### src/rtl/hazard_pkg.sv
// hazard_pkg: shared select encodings, shadow-stage type and helpers for the forwarding/hazard unit
package hazard_pkg;
  localparam logic [1:0] FWD_REGFILE = 2'b00;
  localparam logic [1:0] FWD_EXMEM   = 2'b01;
  localparam logic [1:0] FWD_MEMWB   = 2'b10;
  // Addresses are held zero-extended to this width so one struct serves any REG_ADDR_W up to 8.
  localparam int MAX_ADDR_W = 8;
  typedef struct packed {
    logic [MAX_ADDR_W-1:0] rd;
    logic                  wr;
    logic                  mrd;
  } stage_t;
  function automatic logic is_zero(input logic en, input logic [MAX_ADDR_W-1:0] a);
    return en && a == '0;
  endfunction
  function automatic logic src_hit(input logic u1, input logic [MAX_ADDR_W-1:0] a1,
                                   input logic u2, input logic [MAX_ADDR_W-1:0] a2,
                                   input logic [MAX_ADDR_W-1:0] rd);
    return (u1 && a1 == rd) || (u2 && a2 == rd);
  endfunction
endpackage

### src/rtl/fwd_select.sv
// fwd_select: per-operand forwarding select for the instruction in EX
// Ports: uses/rs describe the EX operand; exmem and memwb_rd/memwb_wr are the older
// shadow stages; sel is 00 regfile, 01 EX/MEM result, 10 MEM/WB result.
// BYPASS=0 ties sel to the register file.
module fwd_select import hazard_pkg::*; #(
  parameter bit ZERO_REG_EN = 1'b1,
  parameter bit BYPASS      = 1'b1
) (
  input  logic                  uses,
  input  logic [MAX_ADDR_W-1:0] rs,
  input  stage_t                exmem,
  input  logic [MAX_ADDR_W-1:0] memwb_rd,
  input  logic                  memwb_wr,
  output logic [1:0]            sel
);
  logic live;
  // A load in EX/MEM only holds an address, so it is skipped and MEM/WB is tried instead.
  always_comb begin
    live = BYPASS && uses && !is_zero(ZERO_REG_EN, rs);
    sel  = (live && exmem.wr && !exmem.mrd && exmem.rd == rs) ? FWD_EXMEM :
           (live && memwb_wr && memwb_rd == rs) ? FWD_MEMWB : FWD_REGFILE;
  end
endmodule

### src/rtl/forwarding_hazard_unit.sv
// forwarding_hazard_unit: shadows ID/EX, EX/MEM, MEM/WB control, drives ALU forwarding selects and load-use stall
// Ports: clk; rst (async, active-low); id_* describe the instruction in ID; flush squashes it;
// aluInputAForwardingSel/aluInputBForwardingSel pick the EX operand source; stall holds PC and IF/ID.
// Macro FWD_BYPASS_EN: defined -> forwarding with single-bubble load-use stall;
// undefined -> selects tied to 00, stall until every producer has reached WB.
module forwarding_hazard_unit import hazard_pkg::*; #(
  parameter int REG_ADDR_W  = 3,
  parameter bit ZERO_REG_EN = 1'b1
) (
  input  logic                  clk,
  input  logic                  rst,
  input  logic [REG_ADDR_W-1:0] id_rs1,
  input  logic [REG_ADDR_W-1:0] id_rs2,
  input  logic                  id_uses_rs1,
  input  logic                  id_uses_rs2,
  input  logic [REG_ADDR_W-1:0] id_rd,
  input  logic                  id_reg_write,
  input  logic                  id_mem_read,
  input  logic                  flush,
  output logic [1:0]            aluInputAForwardingSel,
  output logic [1:0]            aluInputBForwardingSel,
  output logic                  stall
);
`ifdef FWD_BYPASS_EN
  localparam bit BYPASS = 1'b1;
`else
  localparam bit BYPASS = 1'b0;
`endif
  stage_t                idex, exmem;
  logic [MAX_ADDR_W-1:0] idex_rs1, idex_rs2, memwb_rd, r1, r2;
  logic                  idex_u1, idex_u2, memwb_wr, u1, u2, bubble;
  // With bypass only a load one stage ahead blocks; without it any writer not yet in WB does.
  always_comb begin
    r1     = MAX_ADDR_W'(id_rs1);
    r2     = MAX_ADDR_W'(id_rs2);
    u1     = id_uses_rs1 && !is_zero(ZERO_REG_EN, r1);
    u2     = id_uses_rs2 && !is_zero(ZERO_REG_EN, r2);
    stall  = !flush &&
             ((idex.wr && (idex.mrd || !BYPASS) && src_hit(u1, r1, u2, r2, idex.rd)) ||
              (!BYPASS && exmem.wr && src_hit(u1, r1, u2, r2, exmem.rd)));
    bubble = flush || stall;
  end
  always_ff @(posedge clk or negedge rst)
    if (!rst) begin
      idex     <= '0;
      idex_rs1 <= '0;
      idex_rs2 <= '0;
      idex_u1  <= 1'b0;
      idex_u2  <= 1'b0;
      exmem    <= '0;
      memwb_rd <= '0;
      memwb_wr <= 1'b0;
    end else begin
      idex     <= '{rd: MAX_ADDR_W'(id_rd), wr: id_reg_write && !bubble, mrd: id_mem_read && !bubble};
      idex_rs1 <= r1;
      idex_rs2 <= r2;
      idex_u1  <= id_uses_rs1 && !bubble;
      idex_u2  <= id_uses_rs2 && !bubble;
      exmem    <= idex;
      memwb_rd <= exmem.rd;
      memwb_wr <= exmem.wr;
    end
  fwd_select #(.ZERO_REG_EN(ZERO_REG_EN), .BYPASS(BYPASS)) u_sel_a (
    .uses(idex_u1), .rs(idex_rs1), .exmem(exmem), .memwb_rd(memwb_rd), .memwb_wr(memwb_wr),
    .sel(aluInputAForwardingSel)
  );
  fwd_select #(.ZERO_REG_EN(ZERO_REG_EN), .BYPASS(BYPASS)) u_sel_b (
    .uses(idex_u2), .rs(idex_rs2), .exmem(exmem), .memwb_rd(memwb_rd), .memwb_wr(memwb_wr),
    .sel(aluInputBForwardingSel)
  );
endmodule
### config.mk
export PLATFORM = sky130hd
export DESIGN_NAME = forwarding_hazard_unit
export DESIGN_NICKNAME = d
export VERILOG_FILES = /design/src/rtl/hazard_pkg.sv /design/src/rtl/fwd_select.sv /design/src/rtl/forwarding_hazard_unit.sv
export SDC_FILE = /design/constraint.sdc
export NUM_CORES = 1
export LEC_CHECK = 0
export ABC_AREA = 1
export ABC_CLOCK_PERIOD_IN_PS = 1700
export BUFFER_PORTS_ARGS = -buffer_cell sky130_fd_sc_hd__buf_2
export CAP_MARGIN = 30
export CELL_PAD_IN_SITES_DETAIL_PLACEMENT = 0
export CELL_PAD_IN_SITES_GLOBAL_PLACEMENT = 1
export CORE_MARGIN = 1
export CORE_UTILIZATION = 34
export CTS_BUF_LIST = sky130_fd_sc_hd__clkbuf_4
export DETAILED_ROUTE_END_ITERATION = 8
export PLACE_DENSITY = 0.8
export SETUP_SLACK_MARGIN = 0.15
export SKIP_LAST_GASP = 1
export SYNTH_ARGS = -nofsm -noshare
export SYNTH_HDL_FRONTEND = slang
export SYNTH_SLANG_ARGS = --single-unit
### constraint.sdc
create_clock -name clk -period 1.7 [get_ports clk]
set_input_delay 0.34 -clock clk [delete_from_list [all_inputs] [get_ports clk]]
set_output_delay 0.34 -clock clk [all_outputs]
set_load 0.005 [all_outputs]
# == Word-level counts from Yosys, hierarchy flattened ==
# Index checks and enable logic that the tools add are counted.
# totals
wordCells,28
output_inout_bits,5
in_bits,16
regBits,8
# op_classes
n_reduce_logical,20
n_eq_ne,4
# ops
op,n
3-bit == test,4
1-bit logical AND,10
3-bit zero test,2
1-bit zero test,4
1-bit logical OR,4

# == Depth between registers and ports, before layout ==
# Gate-level depths: netlist of run 1.
# logic_depth
word_depth,11
mapped_depth,9

# == By module ==
# A second synthesis of run 1 with hierarchy kept.
# unflattened
hier_cells,101
area_unflattened_um2,925.9
# modules_own_cells
module,area_per_inst_um2,instances,cells_each,seq_area_each_um2
forwarding_hazard_unit,888.4,1,95,550.5
fwd_select,18.8,2,3,0.0

# == Least setup slack after synthesis of run 1 ==
# No wires, ideal clock.
# synth_path
path_kind,flip-flop to output port
from,register idex[2] in the netlist's numbering
to,output port stall
setup_slack_ps,476
path_stages_with_launch,9
arrival_time_ps,884
path_buffers,0
path_cell_list,dfrtp_1 inv_1 nand2_1 nand2_1 nor2_1 nand3_1 nand2_1 nand2_1 a21oi_2
# synth_between
elab_chain_len,6
word_cells_on_any_way,8
# synth_lines
item,line_no,source
"start, declared",forwarding_hazard_unit.sv:29,"stage_t idex, exmem;"
"start signal, assigned",forwarding_hazard_unit.sv:54,"idex <= '{rd: MAX_ADDR_W'(id_rd), wr: id_reg_write && !bubble, mrd: id_mem_read && !bubble};"
3-bit == test,hazard_pkg.sv:19,return (u1 && a1 == rd) || (u2 && a2 == rd);
1-bit logical AND,hazard_pkg.sv:19,
1-bit logical OR (*),hazard_pkg.sv:19,
1-bit logical AND (*),forwarding_hazard_unit.sv:39,"((idex.wr && (idex.mrd || !BYPASS) && src_hit(u1, r1, u2, r2, idex.rd)) ||"
1-bit logical OR (*),forwarding_hazard_unit.sv:39,
1-bit logical AND (*),forwarding_hazard_unit.sv:38,stall = !flush &&
"end, declared",forwarding_hazard_unit.sv:22,output logic stall
# Mark *: on every way between the ends. The rest lies on a longest branch, timed or not.

# == Worst setup path in the final report of run 1 ==
# Same ends and word-level chain as after synthesis.

==> flow_summary_export.csv, run 1 <==
group,metric,value,unit
floorplanning,start_util,0.3772,
synthesis,syn_avg_cell_area,6.529,um^2
power,irDropWorstVdd,0.0003698,V
setup_path,rrSetupSlack,630,ps
synthesis,synth_area_leader_cell,"dfrtp_1",
floorplanning,core_area,1350,um^2
global_routing,grt_overflow,0,
global_routing,grt_max_degree,9,
cells_and_area,diodes,0,
power,p_int,316.6,uW
route,antenna_left,0,
setup_path,cp.arrival,1330,ps
synthesis,synth_top_area_share,0.3931,
power,pwr-share-seq,0.497,
timing,finalCriticalPeriod,1667,ps
timing,rsz0062_at_grt,"true",
setup_path,timing.rr.start,"idex[2]$_DFF_PN0_",
power,power_density,684.3,nW/um^2
floorplanning,fp.dieH,40.70,um
timing,fmax,600.0,MHz
timing,hold_viol,0,
placement,gp_congestion,0.7213,
timing,slew_viol_final,0,
floorplanning,die_area,1656,um^2
setup_path,path_class,"reg -> out",
placement,dp_hpwl,725.1,um
setup_path,crit_required,1360,ps
timing,setup_ws,33.45,ps
power,switchingPower,105.5,uW
synthesis,netlist_area,509.2,um^2
timing,period_share,0.9803,
clocking,cts_tree,"yes",
setup_path,reg2reg_depth,9,
setup_path,startpoint_type,"flip-flop",
synthesis,synthArstFlopShare,1.000,
power,switching_share,0.2499,
route,first_iter_violations,4,
global_routing,grt_pass1_wl,1242,um
synthesis,synth_ff_type,"dfrtp_1",
synthesis,synth_cells,78,
synthesis,ys_ff_latch,8,
global_routing,first_global_vias,348,
placement,numPortBuffers,15,
floorplanning,die_w,40.70,um
hold_path,hold_depth,1,
floorplanning,rows,13,
placement,placed_cells_incl_taps,107,
timing,finalSetupViolCount,0,
cells_and_area,nNetsFinal,114,
clocking,path_clk_slew,50,ps
route,wirelength,833,um
power,p_leak,0.0003909,uW
synthesis,synth_edf_count,0,
cells_and_area,drive_gt1_frac,0.2500,
cells_and_area,area_delta_synth_final,21.13,%
synthesis,synth_common_cells,"35 x nand2_1, 12 x inv_1, 8 x dfrtp_1, 8 x nor2_1, 4 x buf_4",
route,drcViolationCount,0,
route,drtPass1Iterations,2,
status,status,"finished, final reports clean",
power,p_clk_frac,0.319,
synthesis,yosys.cell_count.top_type,"nand2_1",
power,pwr-share-comb,0.184,
synthesis,synth_cell_types,11,
clocking,clockBufferDepth,2,
synthesis,synth.area.top_cells,"dfrtp_1 39%, nand2_1 26%, inv_1 8.8%",
timing,fin_worst_skew,0.1598,ps
clocking,insertion_delay,240,ps
clocking,htree_levels,1,
route,viasPerCell,4.063,
setup_path,reg2reg_to,"idex[1]$_DFF_PN0_",
floorplanning,pin_count,21,
route,wire_per_inst,7.505,um
global_routing,track_usage,0.1249,
synthesis,yosys_warnings,0,
clocking,cts_root_buffer,"clkbuf_4",
hold_path,min_to,"idex[3]$_DFF_PN0_",
synthesis,ys_seq_area_frac,0.3931,
setup_path,worstPathMaxFanout,4,
hold_path,hp-class,"in -> reg",
route,vias,451,
global_routing,antenna_found_initial,0,
power,finalPower,422.1,uW
job,drv_cap,0,
setup_path,crit_path_end_kind,"output pin",
cells_and_area,finalNonFillerCells,111,
placement,dp_slack,203.1,ps
clocking,numCtsBuffers,3,
clocking,clock_sink_count,8,
hold_path,min_from,"id_rd[1]",
[routing by layer]
| layer | vias up | routed length [um] | track usage |
|---|---|---|---|
| met5 | - | 0 | 0 |
| li1 | 257 | - | - |
| met1 | 181 | 409 | 0.1399 |
| met4 | 0 | 0 | 0.1250 |
| met2 | 13 | 388 | 0.1865 |
| met3 | 0 | 35 | 0.03261 |
[worst max-delay path, cell delays in order (launching register included)]
cell,delay [ps]
dfrtp_1,380
inv_1,70
nand2_1,50
nand2_1,40
nor2_1,100
nand3_1,80
nand2_1,70
nand2_1,70
a21oi_2,110
buf_2,110
[timing repair]
| action | 4_1_cts | 5_1_grt |
|---|---|---|
| setup endpoints to repair | 1 | 1 |
| hold buffers | 1 | 0 |
| endpoints found under the hold margin | 8 | 0 |
| gates resized for setup | 0 | 2 |
| buffers inserted | 0 | 0 |
| pin swaps | 1 | 0 |
[cells in the final DEF (no fill, tap or decap)]
| cell type | instances |
|---|---|
| a21oi_2 | 2 |
| buf_2 | 15 |
| clkbuf_4 | 3 |
| conb_1 | 4 |
| dfrtp_1 | 8 |
| dlygate4sd3_1 | 1 |
| inv_1 | 10 |
| inv_2 | 3 |
| nand2_1 | 35 |
| nand2_2 | 1 |
| nand3_1 | 3 |
| nor2_1 | 8 |
| xnor2_1 | 3 |
[stage by stage]
stage	setup TNS (ps)	cell area (um^2)	utilization	hold WS, ps
global placement	0	584.3	0.4328	183.6
global route	-126.5	616.8	0.4569	181.2
detailed placement	0	584.3	0.4328	183.8
floorplan	0	520.5	-	44.41
finish	0	616.8	0.4569	199.5
CTS	0	616.8	0.4569	187.8
[power by group through the flow]
| stage | logic [uW] | registers (uW) | clock network [uW] |
|---|---|---|---|
| after detailed placement | 77.4 | 212 | 0 |
| after global placement | 77.1 | 212 | 0 |
| after global routing | 91.4 | 211 | 152 |
| after floorplan | 53.0 | 210 | 0 |
| final | 77.7 | 210 | 135 |
| after CTS | 79.3 | 209 | 143 |
[cell type report]
class                   instances  area [um^2]
clock buffers                   3        22.52
fillers                       159        733.2
inverters                      13        48.80
multi-input cells              56        241.5
flip-flops and latches          8        200.2
well taps                      15        18.77
repair buffers                 16        85.08
[how the worst max path moves through the flow]
stage                                  from     to  slack, ps  cells past startpoint
after CTS                 idex[2]$_DFF_PN0_  stall          5                      9
after detailed placement          id_rs1[0]  stall        200                     10
final                     idex[2]$_DFF_PN0_  stall         30                      9
after floorplan           idex[2]$_DFF_PN0_  stall        480                      8
after global routing      idex[3]$_DFF_PN0_  stall       -130                      9
after global placement            id_rs1[1]  stall        210                     10
[flip-flops by register name (all words and copies together) (netlist names)]
signal and flops:
idex 4, exmem 4
[cells by family (layout without fill, tap and decap cells)]
| logic type | after synthesis | count (layout) | share of synthesized area |
|---|---|---|---|
| buf+inv | 17 | 32 | 0.1548 |
| xor+xnor | 3 | 3 | 0.05161 |
| compound gates | 2 | 2 | 0.03440 |
| simple gates | 47 | 47 | 0.3587 |
| flops | 8 | 8 | 0.3931 |
| other cells | 1 | 4 | 0.007364 |
No activity file was read; power rests on OpenSTA's default activity.
==> run 2: changes to the inputs <==
--- a/config.mk
+++ b/config.mk
@@ -11,7 +11,7 @@
 export CAP_MARGIN = 30
 export CELL_PAD_IN_SITES_DETAIL_PLACEMENT = 0
 export CELL_PAD_IN_SITES_GLOBAL_PLACEMENT = 1
-export CORE_MARGIN = 1
+export CORE_MARGIN = 3
 export CORE_UTILIZATION = 34
 export CTS_BUF_LIST = sky130_fd_sc_hd__clkbuf_4
 export DETAILED_ROUTE_END_ITERATION = 8
==> flow_summary_export.csv, run 2 (same netlist as run 1, synthesis figures left out) <==
group,metric,value,unit
timing,rsz0062_at_grt,"true",
floorplanning,die_w,44.70,um
clocking,htree_levels,1,
power,switching_share,0.2537,
timing,hold_viol,0,
cells_and_area,area_delta_synth_final,21.62,%
cells_and_area,diodes,0,
timing,fmax,597.1,MHz
setup_path,reg2reg_depth,9,
setup_path,critical_path_buf_inv_count,2,
global_routing,grt_use_met2,0.1605,
cells_and_area,reg_top3,"exmem x4, idex x4",
global_routing,top_usage_layer,"met2",
route,antenna_left,0,
job,drv_cap,0,
power,p_int,316.9,uW
power,p_clk_frac,0.320,
placement,gp_congestion,0.7198,
hold_path,hp-class,"in -> reg",
route,viasPerCell,4.072,
setup_path,worstPathMaxFanout,4,
cells_and_area,mostFrequentLayoutCell,"nand2_1",
setup_path,crit_slowest_cell,"dfrtp_1",
timing,finalSetupViolCount,0,
clocking,insertion_delay,250,ps
setup_path,cp.arrival,1330,ps
power,pwr-share-comb,0.185,
cells_and_area,mostFrequentLayoutCells,"34 x nand2_1, 15 x buf_2, 10 x inv_1",
global_routing,grt_max_degree,9,
setup_path,critPathMaxStageDelay,410,ps
cells_and_area,nNetsFinal,114,
route,first_iter_violations,5,
clocking,clockBufferDepth,2,
placement,placed_area,584.3,um^2
cells_and_area,num-fill-cells,141,
power,irDropWorstVdd,0.0003724,V
setup_path,reg2reg_to,"idex[1]$_DFF_PN0_",
cells_and_area,final_util,0.4588,
global_routing,grt_pass1_wl,1428,um
floorplanning,rows,13,
global_routing,use_met3,0.02789,
setup_path,cpMostUsedCell,"nand2_1",
timing,slew_viol_final,0,
global_routing,grt_overflow,0,
global_routing,use_met1,0.1147,
floorplanning,core_area,1350,um^2
setup_path,cpLargestDelayFamily,"flip-flops",
power,pwr-share-seq,0.494,
power,switchingPower,107.7,uW
power,p_leak,0.0003917,uW
floorplanning,fp.dieH,44.70,um
clocking,path_clk_slew,50,ps
route,drcViolationCount,0,
timing,fin_worst_skew,0.6654,ps
placement,numPortBuffers,15,
global_routing,antenna_found_initial,0,
route,wirelength,868,um
setup_path,startpoint,"idex[3]$_DFF_PN0_",
setup_path,crit_cells,9,
cells_and_area,final_area,619.3,um^2
setup_path,timing.rr.start,"idex[3]$_DFF_PN0_",
timing,period_share,0.9851,
setup_path,rrSetupSlack,630,ps
placement,dp_hpwl,757.6,um
setup_path,crit_path_end_kind,"output pin",
timing,finalCriticalPeriod,1675,ps
setup_path,startpoint_type,"flip-flop",
route,vias,452,
global_routing,first_global_vias,384,
setup_path,crit_end,"stall",
global_routing,track_usage,0.1057,
setup_path,path_class,"reg -> out",
clocking,cts_root_buffer,"clkbuf_4",
clocking,cts_tree,"yes",
route,wire_per_inst,7.820,um
floorplanning,start_util,0.3772,
setup_path,cp_cell_sequence,"inv_2, nand2_1, nand2_1, nor2_1, nand3_1, nand2_1, nand2_2, a21oi_2, buf_2",
cells_and_area,drive_gt1_frac,0.2604,
setup_path,crit_required,1360,ps
status,status,"finished, final reports clean",
clocking,clock_sink_count,8,
floorplanning,die_area,1998,um^2
clocking,numCtsBuffers,3,
floorplanning,pin_count,21,
route,drtPass1Iterations,2,
power,power_density,685.5,nW/um^2
-- run 2: cell counts in the layout (fill, tap and decap cells not counted) --
No cell type changed its count.
-- run 2: through the flow --
step | total power, uW | worst slack (ps) | hold slack (ps) | setup TNS [ps] | std cells
finish | 424.6 | 25.26 | 196.5 | 0 | 111
global route | 461.3 | -127.0 | 178.0 | -127.0 | 111
CTS | 432.3 | -8.639 | 188.7 | -8.639 | 111
detailed placement | 289.9 | 203.8 | 183.0 | 0 | 107
global placement | 289.4 | 194.9 | 184.2 | 0 | 107
floorplan | 263.4 | 476.1 | 44.41 | 0 | 81
-- run 2: what timing repair did --
item,4_1_cts,5_1_grt
hold buffers,1,0
setup buffers,0,0
pin swaps,1,1
resized for setup,0,3
setup endpoints to repair,1,1
hold endpoints to repair,8,0
-- run 2: final cells by class --
type	instances	area [um^2]	share of cell area
Tap cell	15	18.77	0.03030
Clock buffer	3	22.52	0.03636
Timing Repair Buffer	16	85.08	0.1374
Sequential cell	8	200.2	0.3232
Multi-Input combinational cell	56	244.0	0.3939
Inverter	13	48.80	0.07879
-- run 2: how the worst min path moves through the flow --
stage	from	end	depth (start not counted)	slack (ps)
final	id_rd[2]	idex[4]$_DFF_PN0_	1	200
after global routing	id_rd[2]	idex[4]$_DFF_PN0_	1	180
after detailed placement	rst	idex[1]$_DFF_PN0_	1	180
after CTS	id_rd[2]	idex[4]$_DFF_PN0_	1	190
after floorplan	rst	exmem[1]$_DFF_PN0_	0	40
after global placement	rst	idex[1]$_DFF_PN0_	1	180
-- run 2: layer usage --
metal	up-vias	wire length, um
met2	15	386
li1	255	-
met4	0	28
met3	4	69
met5	-	0
met1	178	383
-- run 2: worst register-to-register path: stages, from the launching register on --
cell and delay (ps):
dfrtp_1 410, inv_2 50, nand2_1 50, nand2_1 50
nor2_1 80, nand3_1 80, nand2_1 90, nand2_2 60
nand2_1 50, nor2_1 40
-- run 2: power by group through the flow --
stage | logic [uW] | clock network [uW] | registers (uW)
floorplan | 53.0 | 0 | 210
global placement | 77.1 | 0 | 212
detailed placement | 77.4 | 0 | 213
CTS | 79.2 | 144 | 209
global route | 91.0 | 159 | 211
finish | 78.7 | 136 | 210
